<file path="config.mk">
export PLATFORM = sky130hd
export DESIGN_NAME = trap_seq
export DESIGN_NICKNAME = d
export VERILOG_FILES = /design/src/rtl/trap_seq.sv
export SDC_FILE = /design/constraint.sdc
export NUM_CORES = 1
export LEC_CHECK = 0
export CAP_MARGIN = 20
export CORE_UTILIZATION = 35
export CTS_BUF_LIST = sky130_fd_sc_hd__clkbuf_8
export DETAILED_ROUTE_END_ITERATION = 16
export GPL_TIMING_DRIVEN = 1
export SYNTH_ARGS = -nofsm -noshare
export SYNTH_HDL_FRONTEND = slang
export SYNTH_SLANG_ARGS = --single-unit
export TNS_END_PERCENT = 50
</file>
<file path="constraint.sdc">
create_clock -name clk -period 1.6 [get_ports clk]
set_input_delay 0.24 -clock clk [delete_from_list [all_inputs] [get_ports clk]]
set_output_delay 0.24 -clock clk [all_outputs]
set_load 0.05 [all_outputs]
</file>
<file path="src/rtl/trap_seq.sv">
// trap_seq: trap sequencer downstream of the SCD flag logic.
//
// At each instruction boundary (NICOND), this block samples the SCD arithmetic
// and pushdown trap requests and arbitrates them against pending priority
// interrupts. When a trap is taken, it runs a handshaked trap cycle with
// microcode: it presents the EPT/UPT trap offset, acknowledges the requests
// back to SCD, and flags a hung trap cycle. It also keeps a saturating count
// of the traps taken.
//
// Parameters
//   TIMEOUT      maximum cycles spent in a trap cycle before a hang (1..255)
//   CNT_W        width of the traps-taken counter
// Inputs
//   clk          system clock (rising edge)
//   rst_n        synchronous active-low reset
//   TRAP_REQ1    arithmetic overflow trap request
//   TRAP_REQ2    pushdown overflow trap request
//   USER         user mode; selects UPT (1) or EPT (0)
//   NICOND       one-cycle instruction-boundary strobe
//   PI_REQ       priority interrupt pending; outranks traps
//   TRAP_EN      trapping enabled
//   TRAP_DONE    microcode has finished with the trap instruction
//   HANG_CLR     clears TRAP_HANG
// Outputs
//   TRAP_PENDING combinational OR of the two requests
//   TRAP_CYC     trap cycle in progress
//   TRAP_ACK     one-cycle pulse telling SCD to clear its requests
//   TRAP_ADDR    trap offset 9'o420 + code; zero outside the trap cycle
//   TRAP_UPT     offset is UPT-relative; zero outside the trap cycle
//   TRAP_HANG    sticky timeout error
//   TRAP_COUNT   saturating count of trap cycles started
module trap_seq #(
    parameter int TIMEOUT = 255,
    parameter int CNT_W   = 16
) (
    input  logic             clk,
    input  logic             rst_n,
    input  logic             TRAP_REQ1,
    input  logic             TRAP_REQ2,
    input  logic             USER,
    input  logic             NICOND,
    input  logic             PI_REQ,
    input  logic             TRAP_EN,
    input  logic             TRAP_DONE,
    input  logic             HANG_CLR,
    output logic             TRAP_PENDING,
    output logic             TRAP_CYC,
    output logic             TRAP_ACK,
    output logic [8:0]       TRAP_ADDR,
    output logic             TRAP_UPT,
    output logic             TRAP_HANG,
    output logic [CNT_W-1:0] TRAP_COUNT
);

    typedef enum logic [1:0] {
        IDLE  = 2'd0,
        CYCLE = 2'd1,
        DRAIN = 2'd2
    } state_t;

    localparam logic [7:0] TMO_LAST = 8'(TIMEOUT - 1);

    state_t           state_q, state_d;
    logic [7:0]       tmo_q, tmo_d;
    logic [1:0]       code_q, code_d;
    logic             user_q, user_d;
    logic             cyc_q, cyc_d;
    logic             ack_q, ack_d;
    logic [8:0]       addr_q, addr_d;
    logic             upt_q, upt_d;
    logic             hang_q, hang_d;
    logic [CNT_W-1:0] cnt_q, cnt_d;
    logic             hang_set;
    logic [1:0]       req_code;

    assign req_code     = {TRAP_REQ2, TRAP_REQ1};
    assign TRAP_PENDING = TRAP_REQ1 | TRAP_REQ2;

    always_comb begin
        state_d  = state_q;
        tmo_d    = tmo_q;
        code_d   = code_q;
        user_d   = user_q;
        cnt_d    = cnt_q;
        ack_d    = 1'b0;
        hang_set = 1'b0;

        case (state_q)
            IDLE: begin
                // A pending PI or a disabled trap unit leaves the requests in
                // SCD untouched, so they are retried at a later boundary.
                if (NICOND && TRAP_EN && !PI_REQ && (req_code != 2'd0)) begin
                    state_d = CYCLE;
                    code_d  = req_code;
                    user_d  = USER;
                    tmo_d   = 8'd0;
                    ack_d   = 1'b1;
                    if (cnt_q != {CNT_W{1'b1}}) begin
                        cnt_d = cnt_q + CNT_W'(1);
                    end
                end
            end
            CYCLE: begin
                // TRAP_DONE is checked first so a completion on the expiry
                // cycle is not reported as a hang.
                if (TRAP_DONE) begin
                    state_d = DRAIN;
                end else if (tmo_q == TMO_LAST) begin
                    state_d  = DRAIN;
                    hang_set = 1'b1;
                end else begin
                    tmo_d = tmo_q + 8'd1;
                end
            end
            DRAIN: begin
                // This cycle lets the SCD-cleared requests settle before the
                // next boundary is sampled.
                state_d = IDLE;
            end
            default: begin
                state_d = IDLE;
            end
        endcase

        cyc_d  = (state_d == CYCLE);
        addr_d = cyc_d ? (9'o420 + {7'd0, code_d}) : 9'd0;
        upt_d  = cyc_d ? user_d : 1'b0;

        // A new hang outranks a simultaneous clear.
        if (hang_set) begin
            hang_d = 1'b1;
        end else if (HANG_CLR) begin
            hang_d = 1'b0;
        end else begin
            hang_d = hang_q;
        end
    end

    always_ff @(posedge clk) begin
        if (!rst_n) begin
            state_q <= IDLE;
            tmo_q   <= 8'd0;
            code_q  <= 2'd0;
            user_q  <= 1'b0;
            cyc_q   <= 1'b0;
            ack_q   <= 1'b0;
            addr_q  <= 9'd0;
            upt_q   <= 1'b0;
            hang_q  <= 1'b0;
            cnt_q   <= '0;
        end else begin
            state_q <= state_d;
            tmo_q   <= tmo_d;
            code_q  <= code_d;
            user_q  <= user_d;
            cyc_q   <= cyc_d;
            ack_q   <= ack_d;
            addr_q  <= addr_d;
            upt_q   <= upt_d;
            hang_q  <= hang_d;
            cnt_q   <= cnt_d;
        end
    end

    assign TRAP_CYC   = cyc_q;
    assign TRAP_ACK   = ack_q;
    assign TRAP_ADDR  = addr_q;
    assign TRAP_UPT   = upt_q;
    assign TRAP_HANG  = hang_q;
    assign TRAP_COUNT = cnt_q;

endmodule

</file>
# Word level (Yosys, flattened, before mapping)

Index checks and enable logic that the tools add are counted.
Widths: inputs -> output; s select.

Word-level logic and storage cells: 51
Flip-flop bits (word level): 42
Output and inout port bits: 30
Input bits: 10

Multiplexer cells: 18
Equality and inequality tests: 7
Reduce and logical (&&, ||, !) cells: 12
Bitwise operators: 1
Add/sub/neg operators: 3

Operators by type and width:

| cell                  | count |
|---|---|
| $mux 8                | 3 |
| $add 16x1->16 const B | 1 |
| $ne 16x16->1 const B  | 1 |
| $pmux 8 s2            | 1 |
| $mux 2                | 5 |
| $add 9x2->9 const A   | 1 |
| $add 8x1->8 const B   | 1 |
| $eq 8x8->1 const B    | 1 |
| $mux 1                | 8 |
| $ne 2x2->1 const B    | 3 |
| $reduce_bool 2->1     | 3 |
| $eq 2x1->1 const B    | 2 |
| $pmux 2 s2            | 1 |
| $reduce_and 2->1      | 2 |
| $reduce_and 4->1      | 1 |
| $logic_and 1x1->1     | 3 |
| $reduce_and 3->1      | 1 |
| $logic_not 2->1       | 1 |
| $logic_not 1->1       | 1 |
| $or 1x1->1            | 1 |

# Logic depth before layout (Yosys ltp)

Gate-level depths: netlist (run 1).

Depth after elaboration: 7
Gate-level depth with buffers: 7
Gate-level depth less buffers: 6

# Worst setup path before layout (run 1)

No wires, ideal clock.

Path kind: reg-to-reg
Start point: reg cnt_q[4], in the netlist TRAP_COUNT[4]
End point: reg cnt_q[13], in the netlist TRAP_COUNT[13]
Cell stages (with the launch flop): 5
Data required time: 1.529 ns
Library setup time: 0.071 ns
Arrival time: 2.037 ns
Buffers on the path: 0
Path slack: -0.508 ns
Clock period less this slack: 2.108 ns
Cell sequence: dfxtp_1 nand4_2 or4_1 or4_1 a21oi_1

Longest elaborated chain between the ends: 2
Elaborated cells on any way between the ends: 3
Those cells by class: 1 x add/sub; 1 x eq/ne; 1 x reduce/logical

RTL lines:

| what                                                                  | line | RTL |
|---|---|---|
| from (decl)                                                           | 72   | `logic [CNT_W-1:0] cnt_q, cnt_d;` |
| from (signal assigned)                                                | 161  | `cnt_q <= cnt_d;` |
| parallel branches: the longest is 2 deep, another holds $add 16x1->16 | --   |  |

Several ways; the timed one is not identified.
A chain may end at the register's enable or synchronous reset.

# Worst setup path after layout (run 1)

Start point: reg cnt_q[6], in the netlist TRAP_COUNT[6]
End point: reg cnt_q[13], in the netlist TRAP_COUNT[13]

Same word-level chain as after synthesis.

==> flow_summary.toml, run 1 <==
[run_status]
status = "finished with violations"
failed_checks = "setup timing"

[yosys]
synth_async_sr_flop_share_pct = 0
ys.warnings.count = 0
syn_avg_cell_area_um2 = 8.64
yosys_register_bits = 36
synth_area_mm2 = 0.00174
post_synth_edffs = 0
syn-instance-count = 201
synth_top_flop_cell = "sky130_fd_sc_hd__dfxtp_1"
synth_seq_area_share_pct = 41.5
synth_cell_types = 44

[clock_network]
cts_num_sinks = 36
numCtsBuffers = 5
tritoncts = "built"
cts_hold_repair.buffers = 0
worst_skew_pair.late_latency_ns = 0.29
clockBufferDepth = 2
path_clk_slew_ns = 0.08
cts-htree-levels = 2
ctsRootBufferMaster = "sky130_fd_sc_hd__clkbuf_8"

[critical_path]
largest_fanout_of_any_net_on_the_critical_path = 3
largest_delay_contributor_family_on_the_critical_path = "simple AND/OR/NAND/NOR gates"
cp_num_buf_inv = 0
cp-start-kind = "flip-flop"
critical_path.slowest_cell = "sky130_fd_sc_hd__or4_4"
critPathArrivalTime_ns = 1.86
cpMostUsedCell = "sky130_fd_sc_hd__or4_4"
timing.critical_path.required_ns = 1.83
critical-path-max-stage-delay_ns = 0.53
critical_path_cell_list = "nand4_4 > or4_4 > or4_4 > a21oi_2"
end_kind = "flip-flop"
worst-setup-path-type = "flip-flop to flip-flop"

[sta]
final-hold-violation-count = 0
layout_min_cycle_time_ns = 1.63
setup_viol_count_final = 2
rsz0062_at_grt = "yes"
clock-skew-final_ns = 0.00827
report.final.slew_viol_count = 0
setup_slack_ns = -0.0321
fin_hold_ws_ns = 0.405
post-route-period-util_pct = 102
fmax_mhz = 613

[floorplan]
ioPinCount = 40
die_area_mm2 = 0.00525
die_height_um = 72.4
die_w_um = 72.4
placeableCoreArea_mm2 = 0.00475
num_rows = 25
initial_core_util_pct = 36.5

[place]
count_of_input_and_output_buffers = 34
dp_cells = 341
detailedPlacementHpwl_um = 3300
gp_congestion = 0.820
dp_slack_ns = -0.404
placedInstanceArea_mm2 = 0.00251

[routing]
drt_first_pass_iters = 4
detail_route.iter0.violations = 97
drt.antenna.violating_nets = 0
route.vias.total = 1796
post_drt_via_cell_ratio = 5.09
wl_per_cell_um = 13.2
wirelength_um = 4670
drc = 0

[pwr]
p_total_mw = 1.69
p_per_area_mw_per_mm2 = 606
worst_ir_drop_vdd_mv = 0.307
static-leakage-power_nw = 1.11

[grt]
via_count_of_the_first_global_routing_pass = 1593
grt_usage_pct = 18.5
global_route.overflow_total = 0
antenna_found_initial = 0
grt_pass1_wl_um = 7520
grt_max_degree = 17

[layout]
fin_nets = 298
layout.cell_area.non_filler_mm2 = 0.00279
antenna-diode-count = 0
layout-area-overhead-vs-synth_pct = 60.4
layout-drive-gt1-share_pct = 46.2
final-instance-count-excl-fill = 353

[job]
max_cap_viol_count = 0

[hold_path]
hold_path.class = "input pin to flip-flop"
-- what timing repair did --
action / in CTS / in global routing
cloned: 0 / 0
pin swaps: 12 / 7
setup buffers: 3 / 1
resized for setup: 10 / 23
setup endpoints to repair: 15 / 23
-- worst reg2reg max path: cells and delay by family, from the launching register on --
family | cells | cell delay (ns)
simple gates | 3 | 1.09
flops | 1 | 0.36
compound gates | 1 | 0.12
-- report_power, final --
part | internal, mW | switching [mW] | leakage [nW]
sequential | 0.883 | 0.00486 | 0.303
clock | 0.293 | 0.318 | 0.0505
combinational | 0.0735 | 0.116 | 0.754
total | 1.25 | 0.439 | 1.11
-- cells in the final DEF (no fill, tap or decap), drive strengths merged, types with 3 or more instances in the layout --
cell type and instances:
conb 5, inv 7, and3 3, clkbuf 5, nand3 12, o21ai 7, o31ai 5, dfxtp 36
a21oi 19, clkdlybuf4s50 8, nand2b 7, nand2 18, buf 80, ha 3, nor2 9, nor3 3
and4 4, nor4 5, or4 5, mux2i 6, nand4 9
-- kinds of logic (layout without fill, tap and decap cells) --
family	count (synthesis)	after routing	share of synthesized area (%)
muxes	6	6	3.46
DFF	36	36	41.5
AOI/OAI and AO/OA	45	45	16.7
xor gates and xnor gates	3	3	1.51
other	1	5	0.216
adders and majority gates	3	3	2.16
buffers and inverters	21	102	5.84
and+or+nand+nor	86	86	28.6
-- layer usage --
metal  track usage, %  share of wire [%]  up-vias
met2             27.1                 45       47
li1                 -                  -      908
met5                0                  0        -
met3             4.58                4.5        9
met4             6.32                1.4        0
met1             26.4                 49      832
-- flip-flops by register name, indices dropped and copies added, names as in the netlist --
register    cells
tmo_q           8
TRAP_ACK        1
TRAP_CYC        1
state_q         2
TRAP_COUNT     16
TRAP_HANG       1
user_q          1
code_q          2
TRAP_ADDR       3
TRAP_UPT        1
-- Yosys cell counts, types with 3 or more instances --
cell	count	share of area, %
sky130_fd_sc_hd__dfxtp_1	36	41
sky130_fd_sc_hd__a21oi_1	19	5.5
sky130_fd_sc_hd__nand2_1	18	3.9
sky130_fd_sc_hd__nand3_1	12	3.5
sky130_fd_sc_hd__clkbuf_1	10	2.2
sky130_fd_sc_hd__nor2_1	9	1.9
sky130_fd_sc_hd__nand4_1	8	2.9
sky130_fd_sc_hd__nand2b_1	7	2.5
sky130_fd_sc_hd__o21ai_0	7	2.0
sky130_fd_sc_hd__buf_4	6	2.6
sky130_fd_sc_hd__mux2i_1	6	3.5
sky130_fd_sc_hd__inv_1	5	1.1
sky130_fd_sc_hd__o31ai_1	5	2.2
sky130_fd_sc_hd__or4_1	5	2.2
sky130_fd_sc_hd__and4_1	4	2.0
sky130_fd_sc_hd__nor4_1	4	1.4
sky130_fd_sc_hd__and3_1	3	1.1
sky130_fd_sc_hd__ha_1	3	2.2
sky130_fd_sc_hd__nor3_1	3	0.86
-- area by class of cell --
type	instances	area, um^2
clock inverters	3	12.5
clock buffers	5	68.8
fillers	448	1970
multi-input cells	148	1110
well taps	67	83.8
repair buffers	89	713
inverters	5	18.8
flip-flops and latches	36	774
-- worst paths after layout --
| check | from | endpoint | slack (ns) | cells past startpoint |
|---|---|---|---|---|
| setup reg to reg | TRAP_COUNT[6]$_SDFFE_PN0P_ | TRAP_COUNT[13]$_SDFFE_PN0P_ | -0.03 | 4 |
| hold / removal | TRAP_REQ2 | TRAP_ADDR[1]$_SDFF_PN0_ | 0.40 | 4 |
| setup / recovery | TRAP_COUNT[6]$_SDFFE_PN0P_ | TRAP_COUNT[13]$_SDFFE_PN0P_ | -0.03 | 4 |
| hold reg to reg | code_q[0]$_SDFF_PN0_ | TRAP_ADDR[0]$_SDFF_PN0_ | 0.46 | 2 |
-- stage by stage --
| stage | utilization, % | setup TNS, ns |
|---|---|---|
| after global placement | 52.9 | -6.35 |
| final | 58.6 | -0.0323 |
| after detailed placement | 52.9 | -6.38 |
| after CTS | 55.9 | -0.0242 |
| after floorplan | - | -0.409 |
| after global routing | 58.6 | -0.307 |
(Power assumes the default switching activity.)
==> inputs of run 2 (changes only) <==
Settings changed: CAP_MARGIN 20 to unset, RECOVER_POWER set to 100.
==> flow_summary.toml, run 2 (synthesis gave the netlist of run 1 again) <==
[critical_path]
critical_path_cell_list = "nand4_4 > or4_4 > or4_4 > a21oi_2"
largest_fanout_of_any_net_on_the_critical_path = 3
largest_delay_contributor_family_on_the_critical_path = "simple AND/OR/NAND/NOR gates"
critical_path.slowest_cell = "sky130_fd_sc_hd__or4_4"
critical-path-max-stage-delay_ns = 0.53
end_kind = "flip-flop"
critPathArrivalTime_ns = 1.86
cp-start-kind = "flip-flop"
cp_num_buf_inv = 0
timing.critical_path.required_ns = 1.83
worst-setup-path-type = "flip-flop to flip-flop"
cpMostUsedCell = "sky130_fd_sc_hd__or4_4"

[grt]
grt_pass1_wl_um = 7520
grt_usage_pct = 18.5
grt_max_degree = 17
via_count_of_the_first_global_routing_pass = 1593
antenna_found_initial = 0
global_route.overflow_total = 0

[clock_network]
cts-htree-levels = 2
worst_skew_pair.late_latency_ns = 0.29
cts_num_sinks = 36
tritoncts = "built"
numCtsBuffers = 5
ctsRootBufferMaster = "sky130_fd_sc_hd__clkbuf_8"
path_clk_slew_ns = 0.07
clockBufferDepth = 2

[layout]
layout-drive-gt1-share_pct = 41.6
leading_cell_types_in_the_layout_fill_and_taps_excluded = "sky130_fd_sc_hd__buf_4 (53), sky130_fd_sc_hd__dfxtp_1 (20), sky130_fd_sc_hd__nand2_1 (18)"
antenna-diode-count = 0
layout-area-overhead-vs-synth_pct = 56.1
fin_nets = 298
final_core_utilization_pct = 57.0
layout.filler_cells = 471
most_common_cell_after_layout_fill_and_taps_aside = "sky130_fd_sc_hd__buf_4"
flip_flop_count_of_the_largest_register_all_copies_and_words_added = 16
final-instance-count-excl-fill = 353

[routing]
drt_first_pass_iters = 4
drc = 0
detail_route.iter0.violations = 103
wirelength_um = 4680
route.vias.total = 1797
post_drt_via_cell_ratio = 5.09
drt.antenna.violating_nets = 0
wl_per_cell_um = 13.3

[pwr]
static-leakage-power_nw = 1.05
internal_power_consumption_mw = 1.24
power.share.switching_pct = 26.0
clock_power_share_pct = 36.2
p_per_area_mw_per_mm2 = 621
combPwrFrac_pct = 11.0
worst_ir_drop_vdd_mv = 0.307
share_seq_of_total_power_pct = 52.8
switching_power_mw = 0.437

[sta]
setup-tns-final_ns = -0.0316
rsz0062_at_grt = "yes"
worst_pin_slew_ns = 0.602
post-route-period-util_pct = 102
fin_hold_ws_ns = 0.405
layout_min_cycle_time_ns = 1.63
report.final.slew_viol_count = 0
clock-skew-final_ns = 0.00755
fmax_mhz = 613
setup_viol_count_final = 2
final-hold-violation-count = 0
worst_slew_margin_rel_pct = 60.1
setup_slack_ns = -0.0311

[floorplan]
ioPinCount = 40
placeableCoreArea_mm2 = 0.00475
die_w_um = 72.4
initial_core_util_pct = 36.5
die_height_um = 72.4
die_area_mm2 = 0.00525
num_rows = 25

[hold_path]
hold_path.class = "input pin to flip-flop"

[run_status]
status = "finished with violations"
failed_checks = "setup timing"

[job]
max_cap_viol_count = 0

[place]
count_of_input_and_output_buffers = 34
dp_cells = 341
gp_congestion = 0.820
detailedPlacementHpwl_um = 3300
[run 2: cell count changes in the layout (fill, tap and decap cells not counted), sizes merged]
| cell | previous run | this run |
|---|---|---|
| buf | 80 | 56 |
| clkbuf | 5 | 29 |
[run 2: layout make-up]
type,count,area [um^2],area share [%]
Clock buffer,5,68.8,2.54
Clock inverter,3,12.5,0.462
Inverter,5,18.8,0.693
Multi-Input combinational cell,148,1110,41.1
Sequential cell,36,773,28.5
Tap cell,67,83.8,3.09
Timing Repair Buffer,89,638,23.5
[run 2: power by group through the flow]
stage | clock network (mW) | registers, mW | logic (mW)
finish | 0.609 | 0.888 | 0.185
floorplan | 0 | 0.925 | 0.0913
global route | 0.671 | 0.888 | 0.197
CTS | 0.633 | 0.888 | 0.182
global placement | 0 | 0.908 | 0.179
detailed placement | 0 | 0.908 | 0.180
[run 2: worst register-to-register path, delay by kind of cell, from the launching register on]
| family | cells | cell delay [ns] |
|---|---|---|
| DFF | 1 | 0.36 |
| AOI/OAI and AO/OA | 1 | 0.12 |
| and+or+nand+nor | 3 | 1.08 |
[run 2: path summary, 6_finish.rpt]
check,start,to,slack (ns),cells past startpoint
worst max-delay path,TRAP_COUNT[6]$_SDFFE_PN0P_,TRAP_COUNT[13]$_SDFFE_PN0P_,-0.03,4
worst min-delay path,TRAP_REQ2,TRAP_ADDR[1]$_SDFF_PN0_,0.40,4
worst max register to register,TRAP_COUNT[6]$_SDFFE_PN0P_,TRAP_COUNT[13]$_SDFFE_PN0P_,-0.03,4
worst min register to register,code_q[0]$_SDFF_PN0_,TRAP_ADDR[0]$_SDFF_PN0_,0.46,2
[run 2: through the flow]
stage	setup WS [ns]	power [mW]	area (um^2)
final	-0.0311	1.68	2710
after global routing	-0.0947	1.76	2710
after CTS	-0.0149	1.70	2660
after detailed placement	-0.404	1.09	2510
after global placement	-0.392	1.09	2510
after floorplan	-0.0735	1.02	1850
[run 2: timing repair]
item | 4_1_cts | 5_1_grt
buffers inserted | 3 | 1
gates resized for setup | 10 | 23
setup endpoints to repair | 15 | 23
hold buffers | 0 | 0
pin swaps | 12 | 7
[run 2: per-layer routing]
metal / routed length [um] / track usage, % / share of wire [%]
met5: 0 / 0 / 0
met4: 65 / 6.32 / 1.4
met3: 220 / 4.58 / 4.7
met2: 2120 / 27.1 / 45
met1: 2270 / 26.4 / 49
